$ cat src/rtl/down_timer_pkg.sv
// down_timer_pkg: state encoding and default counter width shared by down_timer and down_timer_fsm
package down_timer_pkg;
  typedef enum logic [1:0] {IDLE, RUN, DONE} state_t;
  localparam int DEFAULT_WIDTH = 4;
endpackage

$ cat src/rtl/down_timer_fsm.sv
// down_timer_fsm: IDLE/RUN/DONE sequencing (load over en), Moore busy/done; ports clk reset load en in_zero out_one reload_nz -> state busy done
module down_timer_fsm
  import down_timer_pkg::*;
(
  input  logic   clk,
  input  logic   reset,
  input  logic   load,
  input  logic   en,
  input  logic   in_zero,
  input  logic   out_one,
  input  logic   reload_nz,
  output state_t state,
  output logic   busy,
  output logic   done
);
  state_t state_nxt;
  always_ff @(posedge clk)
    state <= reset ? IDLE : state_nxt;
  always_comb begin
    state_nxt = state;
    if (load) state_nxt = in_zero ? DONE : RUN;
    else if (state == RUN) state_nxt = (en && out_one) ? DONE : RUN;
    else if (state == DONE) state_nxt = reload_nz ? RUN : IDLE;
  end
  assign busy = (state == RUN);
  assign done = (state == DONE);
endmodule

$ cat src/rtl/down_timer.sv
// down_timer: loadable down counter with single-cycle done pulse; ports clk reset en load in -> out busy done; DOWN_TIMER_AUTO_RELOAD_EN adds reload register
module down_timer
  import down_timer_pkg::*;
#(
  parameter int WIDTH = DEFAULT_WIDTH
) (
  input  logic             clk,
  input  logic             reset,
  input  logic             en,
  input  logic             load,
  input  logic [WIDTH-1:0] in,
  output logic [WIDTH-1:0] out,
  output logic             busy,
  output logic             done
);
  state_t state;
  logic   reload_nz;
`ifdef DOWN_TIMER_AUTO_RELOAD_EN
  logic [WIDTH-1:0] reload;
  always_ff @(posedge clk)
    if (reset) reload <= '0;
    else if (load) reload <= in;
  assign reload_nz = |reload;
`else
  assign reload_nz = 1'b0;
`endif
  down_timer_fsm u_fsm (
    .clk      (clk),
    .reset    (reset),
    .load     (load),
    .en       (en),
    .in_zero  (~|in),
    .out_one  (out == WIDTH'(1)),
    .reload_nz(reload_nz),
    .state    (state),
    .busy     (busy),
    .done     (done)
  );
  always_ff @(posedge clk)
    if (reset) out <= '0;
    else if (load) out <= in;
    else if (state == RUN && en) out <= out - WIDTH'(1);
`ifdef DOWN_TIMER_AUTO_RELOAD_EN
    else if (state == DONE && reload_nz) out <= reload;
`endif
endmodule

$ cat config.mk
export PLATFORM = sky130hd
export DESIGN_NAME = down_timer
export DESIGN_NICKNAME = d
export VERILOG_FILES = /design/src/rtl/down_timer_pkg.sv /design/src/rtl/down_timer_fsm.sv /design/src/rtl/down_timer.sv
export SDC_FILE = /design/constraint.sdc
export NUM_CORES = 1
export LEC_CHECK = 0
export BUFFER_PORTS_ARGS = -buffer_cell sky130_fd_sc_hd__buf_2
export CORE_AREA = 3 3 40 42
export CTS_BUF_LIST = sky130_fd_sc_hd__clkbuf_8
export DETAILED_ROUTE_END_ITERATION = 8
export DIE_AREA = 0 0 43 45
export PLACE_DENSITY = 0.6
export SLEW_MARGIN = 25
export SYNTH_ARGS = -nofsm -noshare
export SYNTH_HDL_FRONTEND = slang
export SYNTH_HIERARCHICAL = 1
export SYNTH_SLANG_ARGS = --single-unit
$ cat constraint.sdc
create_clock -name clk -period 1.5 [get_ports clk]
set_input_delay 0.3 -clock clk [delete_from_list [all_inputs] [get_ports clk]]
set_output_delay 0.3 -clock clk [all_outputs]
set_load 0.05 [all_outputs]
# ---- After elaboration in Yosys (flattened, before gate mapping)
# Cells that the tools add are included.
dict set report totals {
  wordCells 18
  reg_bits 6
  out_inout_bits 6
  input_bits 8
}
dict set report classes {
  reduce_logical 5
  mux 7
  n_addsub 1
  n_eq_ne 3
}
# op n
set op_table {}
lappend op_table {{$mux 2} 5}
lappend op_table {{$mux 4} 2}
lappend op_table {{$eq 4x1->1 const B} 1}
lappend op_table {{$reduce_or 4->1} 1}
lappend op_table {{$sub 4x1->4 const B} 1}
lappend op_table {{$reduce_bool 3->1} 1}
lappend op_table {{$eq 2x1->1 const B} 1}
lappend op_table {{$eq 2x2->1 const B} 1}
lappend op_table {{$logic_and 1x1->1} 2}
lappend op_table {{$reduce_bool 2->1} 1}

# ---- Depth between registers and ports, before layout
# Gate-level depths: netlist of the first run.
dict set report logic_depth {
  depth_word 5
  ltp_mapped 6
  ltp_nobuf 6
}

# ---- By module
# The synthesis of the first run kept the hierarchy.
# mod n_inst cells_per_inst area_per_inst_um2 seq_area_each_um2
set by_module_without_submodules {}
lappend by_module_without_submodules {down_timer 1 29 250.2 80.1}
lappend by_module_without_submodules {down_timer_fsm 1 12 100.1 40.0}

# ---- Least setup slack after synthesis of the first run
# No wires, ideal clock.
dict set report synth_timing {
  path_kind {reg2reg}
  startpoint {register out[0]}
  endpoint {register u_fsm.state[1]}
  arrival_time_ps 1618
  path_slack_ps -187
  path_stages_with_launch 6
  setup_time_ps 70
  t_required_ps 1430
  path_cell_list {dfxtp_1 ha_1 nor3b_1 a21oi_1 or3b_1 a21oi_1}
}
dict set report synth_via {
  elab_chain_cells 5
}
# item line_no
set synth_lines {}
lappend synth_lines {{start, declared} down_timer.sv:12} ;# output logic [WIDTH-1:0] out,
lappend synth_lines {{start signal, assigned} down_timer.sv:41} ;# else if (load) out <= in;
lappend synth_lines {{start signal, assigned} down_timer.sv:42} ;# else if (state == RUN && en) out <= out - WIDTH'(1);
lappend synth_lines {{$eq 4x1->1} down_timer.sv:33} ;# .out_one (out == WIDTH'(1)),
lappend synth_lines {{$logic_and 1x1->1} down_timer_fsm.sv:22} ;# else if (state == RUN) state_nxt = (en && out_one) ? DONE : RUN;
lappend synth_lines {{$mux 2 (2 in series)} down_timer_fsm.sv:22}
lappend synth_lines {{$mux 2} down_timer_fsm.sv:21} ;# if (load) state_nxt = in_zero ? DONE : RUN;
lappend synth_lines {{end signal, assigned} down_timer_fsm.sv:18} ;# state <= reset ? IDLE : state_nxt;
lappend synth_lines {{end, declared} down_timer_fsm.sv:12} ;# output state_t state,
# Every way passes these cells.
# A chain may end at the register's enable or synchronous reset.

# ---- Worst setup path in the final report of the first run
dict set report layout_timing {
  startpoint {register u_fsm.state[0]}
  endpoint {output port busy}
}
dict set report layout_via {
  elab_chain_cells 1
}
# item line_no
set layout_lines {}
lappend layout_lines {{$eq 2x1->1} down_timer_fsm.sv:25} ;# assign busy = (state == RUN);
lappend layout_lines {{end, declared} down_timer.sv:13} ;# output logic busy,
# Every way passes these cells.

==> results of run 1 <==
[cell usage after synthesis]
master	instances	area, µm²
nand4b_1	1	8.76
a21oi_1	3	15.0
nor2_1	4	15.0
a221oi_1	1	8.76
or3_1	2	12.5
o21ai_0	2	10.0
o2bb2ai_1	1	8.76
xnor2_1	1	8.76
a211oi_1	2	15.0
or3b_1	1	8.76
conb_1	1	3.75
inv_1	3	11.3
mux2i_1	1	10.0
nand2_1	3	11.3
and2b_2	1	8.76
nor4_1	1	6.26
nor3b_1	1	7.51
nand3b_2	1	11.3
nor2b_1	1	6.26
ha_1	2	25.0
xor2_1	1	8.76
a311oi_1	1	8.76
dfxtp_1	6	120
[cells in the final DEF, fill, tap and decap left out, drive strengths merged, types with 2 or more instances in the layout]
master  instances
clkbuf          3
a211oi          2
or3             2
nor2            4
nand2           3
inv             3
dfxtp           6
o21ai           2
buf            13
a21oi           3
ha              2
[power by group]
| group | switching [µW] | internal (µW) |
|---|---|---|
| Clock | 69.0 | 172 |
| Sequential | 13.0 | 173 |
| Combinational | 74.2 | 39.1 |
[layer usage]
layer | track usage | up-vias
met3 | 0.0120 | 4
met2 | 0.150 | 9
met4 | 0.145 | 0
met5 | 0 | -
li1 | - | 179
met1 | 0.113 | 158
[kinds of logic (layout without fill, tap and decap cells)]
family | after synthesis | in the layout | synth area share
simple gates | 16 | 16 | 0.275
mux | 1 | 1 | 0.0286
buf+inv | 3 | 19 | 0.0321
xor+xnor | 2 | 2 | 0.0500
compound gates | 10 | 10 | 0.189
flops | 6 | 6 | 0.343
other cells | 1 | 1 | 0.0107
fa+ha+maj | 2 | 2 | 0.0714
[cell type report]
| class | count | area, µm² | share of cell area |
|---|---|---|---|
| flip-flops and latches | 6 | 124 | 0.256 |
| repair buffers | 13 | 65.1 | 0.134 |
| inverters | 3 | 11.3 | 0.0233 |
| well taps | 15 | 18.8 | 0.0388 |
| clock buffers | 3 | 41.3 | 0.0853 |
| multi-input cells | 32 | 224 | 0.463 |
[critical path, delay by kind of cell, from the launching register on]
| kind | cells | cell delay, ps |
|---|---|---|
| DFF | 1 | 430 |
| and+or+nand+nor | 1 | 170 |
| buffers and inverters | 1 | 250 |
[sequential cells by signal (all words and copies together) (netlist names)]
register	cells
out	4
u_fsm/state	2
[stage by stage]
step,cells,total power [µW]
2_1_floorplan,41,266
3_3_place_gp,69,302
3_5_place_dp,69,302
4_1_cts,72,550
5_1_grt,72,573
6_report,72,541
[path summary, 6_finish.rpt]
path                                to      startpoint  slack [ps]  depth (start not counted)
worst min register to register  out[3]          out[3]         530                          2
worst max register to register  out[3]          out[2]         160                          3
worst min-delay path            out[2]           reset         340                          2
worst max-delay path              busy  u_fsm/state[0]         130                          2
==> metrics.md, run 1 <==
| Metric | Value |
|---|---|
| Met1 wire length | `343 µm` |
| Clock Pin Slew Worst Setup and Hold Paths | `40 ps` |
| Synth Instances | `41` |
| Fin crit period | `1370 ps` |
| CP max-delay cell | `dfxtp_1` |
| IO Count | `14` |
| CTS tree | `built` |
| WL met2 | `376 µm` |
| Grt ovf | `0` |
| Period utilization | `0.915` |
| DP HPWL | `635 µm` |
| CP Max Fanout | `7` |
| Final WL | `801 µm` |
| Layout fillers | `145` |
| CTS Buf Count | `3` |
| Pin count of the biggest net entering global routing | `8` |
| First-pass GRT wire length | `1370 µm` |
| Synthesized flop and latch total | `6` |
| Core ar. | `1280 µm²` |
| Share of layout cells above drive strength 1 | `0.386` |
| Crit Path Category | `reg -> out` |
| Area Growth Syn to Fin | `38.2%` |
| Hold slack | `335 ps` |
| Clk buf depth | `2` |
| Vias | `350` |
| Final Skew | `0.244 ps` |
| Final ANT Viol Nets | `0` |
| Cell row count | `13` |
| Pre-antenna DRT Iters | `2` |
| Power Density | `1120 nW/µm²` |
| N_diodes | `0` |
| Synth unique cells | `23` |
| Post-Layout Inst Area | `484 µm²` |
| Port Buf Inserts | `13` |
| Pleak | `0.000218 µW` |
| CTS H-tree depth | `1` |
| Vias in the first global route | `313` |
| Initial Util | `0.273` |
| Placed cell area | `438 µm²` |
| Clock Latency Late Sink | `220 ps` |
| DRT iter0 DRCs | `4` |
| Min-delay worst type | `in -> reg` |
| CTS root buf | `clkbuf_8` |
| Fin. Hold Viols | `0` |
| Clk sink count | `6` |
| Number of cells upsized or downsized after cts | `0` |
| Total track usage | `0.103` |
| Worst path required time | `1200 ps` |
| Fmax | `0.729 GHz` |
| Initial antenna violation count | `0` |
| Final nets | `69` |
| Die W | `43 µm` |
| Critical path endpoint category | `output port` |
| Net count after synthesis | `51` |
| Status | `complete, no violations` |
| Die Ht | `45 µm` |
| Top layer in use | `met4` |
| Met3 WL | `31 µm` |
| RSZ-0062 raised after global routing | `false` |
| Final setup margin | `127 ps` |
| Via-per-instance ratio | `4.86` |
| Slew Viols, Final | `0` |
| Setup TNS | `0 ps` |
| VDD IR max | `0.485 mV` |
| Worst slack at placement | `92.7 ps` |
| Final setup viols | `0` |
| CP Launch Type | `flip-flop` |
| Die area | `1940 µm²` |
| Hold-fix buffer count after cts | `0` |
| Slowest stage delay, CP | `430 ps` |
| Crit-path cells | `and2b_2, buf_2` |
| Util after Layout | `0.377` |
| Max cap viols | `0` |
| Wire per inst | `11.1 µm` |
| Mean Syn Cell Area | `8.54 µm²` |
| Synth warnings | `6` |
| Gpl congestion | `0.702` |
| Number of remaining DRC errors | `0` |
| Syn Std Cell Area | `350 µm²` |
| Worst Path Arrival | `1070 ps` |
| Post-CTS Setup Inserts | `0` |
| Post-synthesis sequential area ratio | `0.343` |
Power figures use the tool's default switching activity.
==> run 2: changes to the inputs <==
--- a/config.mk
+++ b/config.mk
@@ -10,7 +10,8 @@
 export CTS_BUF_LIST = sky130_fd_sc_hd__clkbuf_8
 export DETAILED_ROUTE_END_ITERATION = 8
 export DIE_AREA = 0 0 43 45
-export PLACE_DENSITY = 0.6
+export MAX_ROUTING_LAYER = met4
+export PLACE_DENSITY = 0.61
 export SLEW_MARGIN = 25
 export SYNTH_ARGS = -nofsm -noshare
 export SYNTH_HDL_FRONTEND = slang
==> constraint.sdc (replaced) <==
create_clock -name clk -period 1.21 [get_ports clk]
set_input_delay 0.242 -clock clk [delete_from_list [all_inputs] [get_ports clk]]
set_output_delay 0.242 -clock clk [all_outputs]
set_load 0.05 [all_outputs]
==> run 2 against run 1 <==
Effect of this change: worst setup slack worse by 290 ps; critical path type is now reg -> reg; the run now ends with negative setup slack left; worst hold slack worse by 59 ps; final cell count is 11% higher; sequential share of layout area is 4.0 points lower; highest routed layer unchanged; critical path depth is 4 higher; first-iteration DRC count stayed put.
==> metrics.md, run 2 (same netlist as run 1, synthesis figures left out) <==
| Metric | Value |
|---|---|
| Status | `finished, violations left` |
| Failing checks | `negative setup slack` |
| Fin crit period | `1370 ps` |
| Hold slack | `276 ps (-59.2 ps)` |
| Most common cell after layout, fill and taps aside | `buf_2` |
| Worst path required time | `1360 ps (+160 ps)` |
| Final nets | `76 (+10%)` |
| Max cap viols | `0 (unchanged)` |
| GRT busiest layer | `met2` |
| Worst reg-to-reg setup slack | `-160 ps (-320 ps)` |
| Pleak | `0.000263 µW (+21%)` |
| Clk sink count | `6 (unchanged)` |
| Layout fillers | `118 (-19%)` |
| Critical path endpoint category | `flip-flop` |
| CP Max Fanout | `3 (-4)` |
| Die area | `1940 µm² (unchanged)` |
| Fmax | `0.731 GHz` |
| RSZ-0062 raised after global routing | `true` |
| Worst Path Arrival | `1520 ps (+450 ps)` |
| CTS H-tree depth | `1 (unchanged)` |
| Crit path launch | `out[1]` |
| Vias in the first global route | `352 (+12%)` |
| Most frequent cells in the layout | `11 x buf_2, 5 x buf_4, 4 x nor2_1, 4 x buf_6` |
| Grt ovf | `0 (unchanged)` |
| Met3 usage | `0.0120 (unchanged)` |
| Fin. Hold Viols | `0 (unchanged)` |
| Core ar. | `1280 µm² (unchanged)` |
| Port Buf Inserts | `13 (unchanged)` |
| CTS tree | `built` |
| DP HPWL | `703 µm (+11%)` |
| N_diodes | `0 (unchanged)` |
| Setup TNS | `-362 ps (-362 ps)` |
| Area Growth Syn to Fin | `75.4%` |
| Final WL | `939 µm (+17%)` |
| Final setup viols | `4 (+4)` |
| Pre-antenna DRT Iters | `4 (+2)` |
| Slew Viols, Final | `0 (unchanged)` |
| Gpl congestion | `0.819 (+17%)` |
| Vias | `376 (+7.4%)` |
| Met2 usage in global routing | `0.159 (+0.00898)` |
| Wire per inst | `11.7 µm (+5.5%)` |
| HP Start | `reset` |
| Largest register FFs | `4 (unchanged)` |
| Crit Path Category | `reg -> reg` |
| First-pass GRT wire length | `1370 µm (-0.51%)` |
| Initial antenna violation count | `0 (unchanged)` |
| Worst R2R Start | `out[1]` |
| VDD IR max | `0.500 mV (+2.9%)` |
| Pin count of the biggest net entering global routing | `8 (unchanged)` |
| Clock Pin Slew Worst Setup and Hold Paths | `40 ps (about the same)` |
| Util after Layout | `0.478 (+0.101)` |
| Clock Latency Late Sink | `220 ps (about the same)` |
| Top reg by flops | `out` |
| Die Ht | `45 µm (unchanged)` |
| Regs by FF count | `out x4, u_fsm/state x2` |
| CP Launch Type | `flip-flop` |
| Met1 usage | `0.120 (+0.00665)` |
| Via-per-instance ratio | `4.70 (-3.3%)` |
| Initial Util | `0.273 (unchanged)` |
| Power Density | `1190 nW/µm² (+6.5%)` |
| DRT iter0 DRCs | `4 (unchanged)` |
| CTS Buf Count | `3 (unchanged)` |
| Min-delay worst type | `in -> reg` |
| Power Total | `731 µW (+35%)` |
| Final ANT Viol Nets | `0 (unchanged)` |
| Die W | `43 µm (unchanged)` |
| Clk buf depth | `2 (unchanged)` |
| Number of remaining DRC errors | `0 (unchanged)` |
| Period utilization | `1.13` |
| Total track usage | `0.0985 (-0.00479)` |
| IO Count | `14 (unchanged)` |
| Share of layout cells above drive strength 1 | `0.554 (+0.168)` |
| Cell row count | `13 (unchanged)` |
| CTS root buf | `clkbuf_8` |
| Final setup margin | `-159 ps (-286 ps)` |
| Final Skew | `5.06 ps (+4.81 ps)` |
run 2: changes by cell type in the layout (fill, tap and decap cells not counted), moves of 2 or more:
cell	previous run	this run
ha_4	0	2
dfxtp_4	0	3
ha_1	2	0
buf_2	13	11
buf_6	0	4
dfxtp_2	3	1
buf_4	0	5
run 2: worst paths after layout:
check	endpoint	cells after the start
max	u_fsm/state[1]	6
min	out[2]	2
max reg2reg	u_fsm/state[1]	6
min reg2reg	out[3]	2
run 2: critical path: stages, from the launching register on:
cell and delay (ps):
dfxtp_4 340, inv_4 60, ha_4 110, nor3b_4 190, a21oi_1 80, or3b_1 370
a21oi_2 130
run 2: metal layers:
| metal | share of wire | vias up |
|---|---|---|
| li1 | - | 196 |
| met1 | 0.49 | 168 |
| met2 | 0.45 | 10 |
| met3 | 0.035 | 2 |
| met4 | 0.017 | 0 |
| met5 | 0 | - |
run 2: through the flow:
stage / cell area [µm²] / std cells / worst slack, ps
after floorplan: 384 / 41 / -132
after global placement: 513 / 75 / -118
after detailed placement: 513 / 75 / -146
after CTS: 578 / 79 / -139
after global routing: 614 / 80 / -199
final: 614 / 80 / -159
run 2: timing repair:
| action | 4_1_cts | 5_1_grt |
|---|---|---|
| setup buffers | 0 | 1 |
| hold endpoints to repair | 0 | 0 |
| hold buffers | 0 | 0 |
| gates resized for setup | 6 | 6 |
| endpoints found under the setup margin | 5 | 5 |
| pin swaps | 3 | 2 |
run 2: layout make-up:
type | count | area (µm²) | area share
flip-flops and latches | 6 | 133 | 0.216
repair buffers | 20 | 138 | 0.224
multi-input cells | 32 | 267 | 0.434
well taps | 15 | 18.8 | 0.0305
clock inverters | 1 | 3.75 | 0.00611
inverters | 3 | 13.8 | 0.0224
clock buffers | 3 | 41.3 | 0.0672
run 2: where the power goes:
| part | switching [µW] | internal (µW) | leakage, µW | total, µW |
|---|---|---|---|---|
| combinational | 108 | 84.3 | 0.000185 | 192 |
| sequential | 18.6 | 213 | 0.0000517 | 232 |
| clock | 89.2 | 218 | 0.0000269 | 307 |
